[config.mk]
export PLATFORM = sky130hd
export DESIGN_NAME = symbiface_mouse_acc
export DESIGN_NICKNAME = d
export VERILOG_FILES = /design/src/rtl/symbiface_mouse_acc.sv
export SDC_FILE = /design/constraint.sdc
export NUM_CORES = 1
export LEC_CHECK = 0
export BUFFER_PORTS_ARGS = -buffer_cell sky130_fd_sc_hd__buf_2
export CAP_MARGIN = 20
export CELL_PAD_IN_SITES_DETAIL_PLACEMENT = 2
export CELL_PAD_IN_SITES_GLOBAL_PLACEMENT = 2
export CORE_MARGIN = 2
export CORE_UTILIZATION = 35
export CTS_CLUSTER_DIAMETER = 30
export DETAILED_ROUTE_END_ITERATION = 8
export PLACE_DENSITY_LB_ADDON = 0.08
export SKIP_CTS_REPAIR_TIMING = 1
export SLEW_MARGIN = 20
export SYNTH_ARGS = -nofsm -noshare
export SYNTH_HDL_FRONTEND = slang
export SYNTH_SLANG_ARGS = --single-unit
[constraint.sdc]
create_clock -name clk_sys -period 5.1 [get_ports clk_sys]
set_input_delay 0 -clock clk_sys [delete_from_list [all_inputs] [get_ports clk_sys]]
set_output_delay 0 -clock clk_sys [all_outputs]
set_load 0.005 [all_outputs]
[src/rtl/symbiface_mouse_acc.sv]
// SYMBiFACE II PS/2 mouse port: packet deltas are summed into saturating accumulators and
// drained as clamped report bytes, one byte per read. SYMBIFACE_WHEEL_EN adds the wheel accumulator.
module symbiface_mouse_acc #(
  parameter int ACC_W = 12,
  parameter bit INV_Y = 1'b0
) (
  input  logic        clk_sys,
  input  logic        reset_n,
  input  logic [24:0] ps2_mouse,
  input  logic [15:0] ps2_mouse_ext,
  input  logic        sel,
  output logic [7:0]  dout,
  output logic        pending
);

  localparam logic signed [ACC_W-1:0] XY_HI = ACC_W'(31);
  localparam logic signed [ACC_W-1:0] XY_LO = -ACC_W'(32);
`ifdef SYMBIFACE_WHEEL_EN
  localparam logic signed [ACC_W-1:0] WH_HI = ACC_W'(15);
  localparam logic signed [ACC_W-1:0] WH_LO = -ACC_W'(16);
`endif

  logic signed [ACC_W-1:0] acc_x_q, acc_x_d;
  logic signed [ACC_W-1:0] acc_y_q, acc_y_d;
  logic [2:0]              btn_q, btn_d;
  logic                    btn_flag_q, btn_flag_d;
  logic [7:0]              dout_q, dout_d;
  logic                    sel_q, sel_d;
  logic                    toggle_q, toggle_d;
  logic                    armed_q, armed_d;
`ifdef SYMBIFACE_WHEEL_EN
  logic signed [ACC_W-1:0] acc_w_q, acc_w_d;
  logic signed [ACC_W-1:0] dw, sw;
`endif

  logic signed [ACC_W-1:0] dx, dy, dy_raw, sx, sy;
  logic                    pkt, rd, btn_clr;
  logic                    unused_in;

  // One extra bit of headroom: the two top bits disagreeing means the sum left the range.
  function automatic logic signed [ACC_W-1:0] sat_add(input logic signed [ACC_W-1:0] a,
                                                      input logic signed [ACC_W-1:0] b);
    logic signed [ACC_W:0] sum;
    sum = {a[ACC_W-1], a} + {b[ACC_W-1], b};
    if (sum[ACC_W] != sum[ACC_W-1])
      sat_add = sum[ACC_W] ? {1'b1, {(ACC_W-1){1'b0}}} : {1'b0, {(ACC_W-1){1'b1}}};
    else
      sat_add = sum[ACC_W-1:0];
  endfunction

  function automatic logic signed [ACC_W-1:0] clamp(input logic signed [ACC_W-1:0] a,
                                                    input logic signed [ACC_W-1:0] lo,
                                                    input logic signed [ACC_W-1:0] hi);
    if (a > hi)      clamp = hi;
    else if (a < lo) clamp = lo;
    else             clamp = a;
  endfunction

  always_comb begin
    dx     = {{(ACC_W-9){ps2_mouse[4]}}, ps2_mouse[4], ps2_mouse[15:8]};
    dy_raw = {{(ACC_W-9){ps2_mouse[5]}}, ps2_mouse[5], ps2_mouse[23:16]};
    dy     = INV_Y ? -dy_raw : dy_raw;
`ifdef SYMBIFACE_WHEEL_EN
    dw     = {{(ACC_W-8){ps2_mouse_ext[7]}}, ps2_mouse_ext[7:0]};
    sw     = '0;
`endif

    // The toggle is only compared once armed, so edges seen during reset never count.
    pkt      = armed_q && (ps2_mouse[24] != toggle_q);
    toggle_d = ps2_mouse[24];
    armed_d  = 1'b1;
    rd       = sel && !sel_q;
    sel_d    = sel;

    sx      = '0;
    sy      = '0;
    btn_clr = 1'b0;
    dout_d  = dout_q;
    if (!sel) begin
      dout_d = 8'hFF;
    end else if (rd) begin
      if (acc_y_q != '0) begin
        sy     = clamp(acc_y_q, XY_LO, XY_HI);
        dout_d = {2'b10, sy[5:0]};
      end else if (acc_x_q != '0) begin
        sx     = clamp(acc_x_q, XY_LO, XY_HI);
        dout_d = {2'b01, sx[5:0]};
`ifdef SYMBIFACE_WHEEL_EN
      end else if (acc_w_q != '0) begin
        sw     = clamp(acc_w_q, WH_LO, WH_HI);
        dout_d = {3'b111, sw[4:0]};
`endif
      end else if (btn_flag_q) begin
        dout_d  = {5'b11000, btn_q};
        btn_clr = 1'b1;
      end else begin
        dout_d = 8'h00;
      end
    end

    // s is taken from the pre-update value and removed after the packet has been added.
    acc_x_d = (pkt ? sat_add(acc_x_q, dx) : acc_x_q) - sx;
    acc_y_d = (pkt ? sat_add(acc_y_q, dy) : acc_y_q) - sy;
`ifdef SYMBIFACE_WHEEL_EN
    acc_w_d = (pkt ? sat_add(acc_w_q, dw) : acc_w_q) - sw;
`endif
    btn_d      = pkt ? ps2_mouse[2:0] : btn_q;
    btn_flag_d = pkt ? 1'b1 : (btn_clr ? 1'b0 : btn_flag_q);
  end

  always_ff @(posedge clk_sys or negedge reset_n) begin
    if (!reset_n) begin
      acc_x_q    <= '0;
      acc_y_q    <= '0;
      btn_q      <= '0;
      btn_flag_q <= 1'b0;
      dout_q     <= 8'hFF;
      sel_q      <= 1'b0;
      toggle_q   <= 1'b0;
      armed_q    <= 1'b0;
`ifdef SYMBIFACE_WHEEL_EN
      acc_w_q    <= '0;
`endif
    end else begin
      acc_x_q    <= acc_x_d;
      acc_y_q    <= acc_y_d;
      btn_q      <= btn_d;
      btn_flag_q <= btn_flag_d;
      dout_q     <= dout_d;
      sel_q      <= sel_d;
      toggle_q   <= toggle_d;
      armed_q    <= armed_d;
`ifdef SYMBIFACE_WHEEL_EN
      acc_w_q    <= acc_w_d;
`endif
    end
  end

  assign dout = dout_q;

`ifdef SYMBIFACE_WHEEL_EN
  assign pending   = (|acc_x_q) | (|acc_y_q) | (|acc_w_q) | btn_flag_q;
  assign unused_in = ^{ps2_mouse[7:6], ps2_mouse[3], ps2_mouse_ext[15:8]};
`else
  assign pending   = (|acc_x_q) | (|acc_y_q) | btn_flag_q;
  assign unused_in = ^{ps2_mouse[7:6], ps2_mouse[3], ps2_mouse_ext};
`endif

endmodule

Word level (Yosys, flattened, before mapping)
Index checks and enable logic that the tools add are counted.

word-level totals
  register bits = 39
  bits of input ports = 44
  word-level logic and storage cells = 59
  output and inout bits = 9

operators by class
  order comparisons = 4
  reductions and logical operators = 8
  add/subtract/negate cells = 4
  eq/ne operators = 4
  mux-type cells = 29
  bitwise gates (word level) = 2

operators with widths
  cell                                                                      number
  12-bit two-way mux                                                        17
  8-bit two-way mux                                                         5
  12-bit by 9-bit adder with 13-bit output                                  2
  12-bit by 6-bit > comparator with 1-bit output (second input constant)    2
  12-bit by 6-bit < comparator with 1-bit output (second input constant)    2
  12-bit nonzero test                                                       2
  12-bit OR reduction                                                       2
  12-bit subtractor                                                         2
  1-bit two-way mux                                                         7
  1-bit inequality test                                                     3
  1-bit logical AND                                                         2
  2-bit by 1-bit inequality test with 1-bit output (second input constant)  1
  1-bit bitwise OR                                                          2
  2-bit nonzero test                                                        1
  1-bit logical NOT                                                         1

Longest topological paths before layout
  depth in word-level cells = 8
  mapped depth = 21
  mapped depth without buffers = 20

Least setup slack after synthesis
Ideal clock, no wire load.

  path type = reg-to-reg
  from = reg acc_x_q[0]
  to = reg acc_x_q[11]
  path buffers = 0
  path slack = 445 ps
  library setup time = 127 ps
  stages on the path, launching flop included = 21
  data arrival time = 4529 ps
  path through = dfrtp_1 -> ha_1 -> inv_1 -> fa_1 -> nand2b_1 -> a21o_1 -> a31oi_1 -> a21boi_0 -> ha_1 -> and2_1 -> a22o_1 -> a31oi_2 -> o21ai_0 -> mux2_2 -> ha_1 -> o211ai_1 -> nand2_1 -> and3_1 -> a221oi_1 -> o21ai_0 -> xnor2_1

on the way
  word-level cells in the longest chain between the ends = 8
  elaborated cells between the ends (all ways) = 15
  those cells by class = 2 x add/sub; 2 x order compare; 1 x eq/ne; 9 x mux; 1 x reduce/logical

RTL lines
  element                                         RTL line  RTL
  start, declared                                 23        logic signed [ACC_W-1:0] acc_x_q, acc_x_d;
  start signal, assigned                          113       acc_x_q <= '0;
  start signal, assigned                          125       acc_x_q <= acc_x_d;
  12-bit by 6-bit < comparator with 1-bit output  55        else if (a < lo) clamp = lo;
  12-bit two-way mux                              55
  12-bit two-way mux                              54        if (a > hi) clamp = hi;
  12-bit two-way mux                              85        end else if (acc_x_q != '0) begin
  12-bit two-way mux                              82        if (acc_y_q != '0) begin
  12-bit two-way mux                              81        end else if (rd) begin
  12-bit two-way mux                              79        if (!sel) begin
  12-bit subtractor *                             102       acc_x_d = (pkt ? sat_add(acc_x_q, dx) : acc_x_q) - sx;
  named net acc_x_d[11]                           23

The timed path passes the listed nets; every way through them passes the cells marked *.
A chain may end at the register's enable or synchronous reset.

Worst setup path after layout
  from = reg acc_x_q[0]
  to = reg acc_x_q[10]

The elaborated chain is that of the path after synthesis.

==> flow_summary.toml <==
[cts]
clkTransAtPathRegs_ns = 0.06
cts_sinks = 39
cts_tree = "done"
htreeDepth = 2
cts_root_buffer = "clkbuf_16"
cts_buffer_depth = 2
clkLatencyLatePin_ns = 0.29
cts_buffers = 5

[placement]
dpl_cell_area_um2 = 4410
post-dp-hpwl_um = 10500
routabilityCongestion = 0.814
dp.cells = 661
io_buffers = 33
dp_slack_ns = 0.0539

[sta]
finalCritPeriodShare_pct = 94.8
hold_violations = 0
skew_ns = 0.00709
setup_viol = 0
tightestPinTransition_ns = 0.973
fmax_mhz = 207
setup_tns_ns = 0
setup_ws_ns = 0.264
period_minus_slack_ns = 4.84
slew_headroom_pct = 35.1
maxSlewViolCount = 0

[route]
first_pass_iters = 4
dr_total_vias = 3792
viasPerCell = 5.62
routed_wl_um = 13100
drt_iter0_markers = 140
routedWlPerCell_um = 19.5
drc = 0
final_antenna_net_count = 0

[synth]
ys_seq_area_share_pct = 24.5
syn_area_per_cell_um2 = 8.29
syn_area_um2 = 4030
yosysWarnings = 0
synth-main-ff-cell = "dfrtp_1"
synth_most_common_cell = "ha_1"
ys_types = 61
synth.net_count = 586
synth_cells = 486
synth_area_leaders = "dfrtp_1 19%, ha_1 16%, xnor2_1 5.4%"
synth_seq_cells = 39
synth_top_area_share_pct = 19.2
synth_edf_count = 0
synth_common_cells = "52 x ha_1, 50 x nor2_1, 39 x o21ai_0, 34 x nand2_1, 33 x a21oi_1"
synth_top_area_cell = "dfrtp_1"
synthArstFlopShare_pct = 100

[critical_path]
start_kind = "flip-flop"
cp.arrival_ns = 5.03
cp.required_ns = 5.30
worstSetupPathType = "reg -> reg"
worstPathMaxFanout = 6
cp-end-kind = "flip-flop"

[global_routing]
antenna_found_initial = 0
grt_pass1_wl_um = 21900
grt_pass1_vias = 4214
grt_use_total_pct = 21.7
overflow = 0
grt_max_degree = 40

[layout]
postLayoutCellArea_um2 = 4710
multiInputGateArea_um2 = 2980
fin_nets = 631
utilization_pct = 41.6
area_delta_synth_final_pct = 16.9
diodes = 0
instances_no_fill = 675
fillers = 1306
drive_above_1_share_pct = 16.0
seq_area_um2 = 986

[die]
die_y_um = 111
die_w_um = 111
die_area_um2 = 12400
io_pins = 53
num_rows = 39
start_util_pct = 35.6
core_area_um2 = 11300

[min_path]
hold_class = "in -> reg"

[flow_run]
maxCapViolations = 0

[power]
power.density_nw_per_um2 = 838
p_leak_nw = 1.96
ir_worst_vdd_v = 0.000377

[run_status]
status = "finished, final reports clean"
==> state kept, by name, summed over array words and instances (netlist names) <==
register and cells:
btn_q 3, btn_flag_q 1, armed_q 1, acc_x_q 12
sel_q 1, acc_y_q 12, toggle_q 1, dout 8
==> worst paths after layout <==
check                           slack [ns]          start           to  depth (start not counted)
worst min register to register        0.50       btn_q[0]     btn_q[0]                          2
max in group asynchronous             4.09        reset_n   btn_flag_q                          2
min in group asynchronous             0.39        reset_n  acc_y_q[10]                          2
worst max-delay path                  0.26     acc_x_q[0]  acc_x_q[10]                         20
worst max register to register        0.26     acc_x_q[0]  acc_x_q[10]                         20
worst min-delay path                  0.37  ps2_mouse[24]     toggle_q                          2
==> cell families after synthesis <==
logic type	after synthesis	share of synthesized area [%]
compound gates	156	25.7
xor+xnor	36	7.82
fa+ha+maj	56	18.1
buf+inv	37	3.44
flops	39	24.5
mux	3	0.776
other cells	1	0.0930
simple gates	158	19.6
==> cell usage in the layout (no fill, tap or decap), types with 9 or more instances in the layout <==
cell / count
ha_1: 52
nor2_1: 49
o21ai_0: 38
nand2_1: 34
buf_2: 33
dfrtp_1: 31
a21oi_1: 30
xnor2_1: 25
inv_1: 25
nor2b_1: 16
o21a_1: 13
nand2b_1: 11
xor2_1: 11
buf_4: 11
o211ai_1: 9
==> critical path, stage by stage (launching register included) <==
cell	delay (ns)
dfrtp_1	0.40
ha_1	0.21
inv_1	0.06
fa_1	0.37
nand2b_1	0.19
a21o_1	0.20
a31oi_2	0.21
a21boi_1	0.12
ha_1	0.32
and2_1	0.16
a22o_1	0.20
a31oi_2	0.31
o21ai_0	0.15
mux2_2	0.29
ha_1	0.34
o21a_1	0.14
a2111oi_2	0.39
buf_4	0.18
o31ai_1	0.07
a21oi_1	0.22
xnor2_1	0.18
==> final cells by class <==
cell class,instances,share of cell area [%]
inverters,25,1.99
flip-flops and latches,39,20.9
clock inverters,3,0.929
repair buffers,50,6.53
well taps,143,3.80
clock buffers,5,2.65
multi-input cells,410,63.2
==> routing by layer <==
| layer | up-vias | track usage (%) | part of all wire, % |
|---|---|---|---|
| li1 | 1870 | - | - |
| met1 | 1876 | 26.8 | 45 |
| met2 | 31 | 40.4 | 52 |
| met3 | 15 | 2.02 | 1.3 |
| met4 | 0 | 5.51 | 1.7 |
| met5 | - | 0 | 0 |
==> metrics by stage <==
step	power (mW)	hold slack, ns
2_1_floorplan	2.69	-0.296
3_3_place_gp	3.38	0.133
3_5_place_dp	3.51	0.139
4_1_cts	3.92	-0.165
5_1_grt	4.36	0.398
6_report	3.95	0.372
==> power by group <==
part	leakage, nW	switching [mW]	internal [mW]
combinational	1.44	1.66	1.30
sequential	0.443	0.160	0.461
clock	0.0838	0.137	0.231
total	1.96	1.96	1.99
Power figures use the tool's default switching activity.
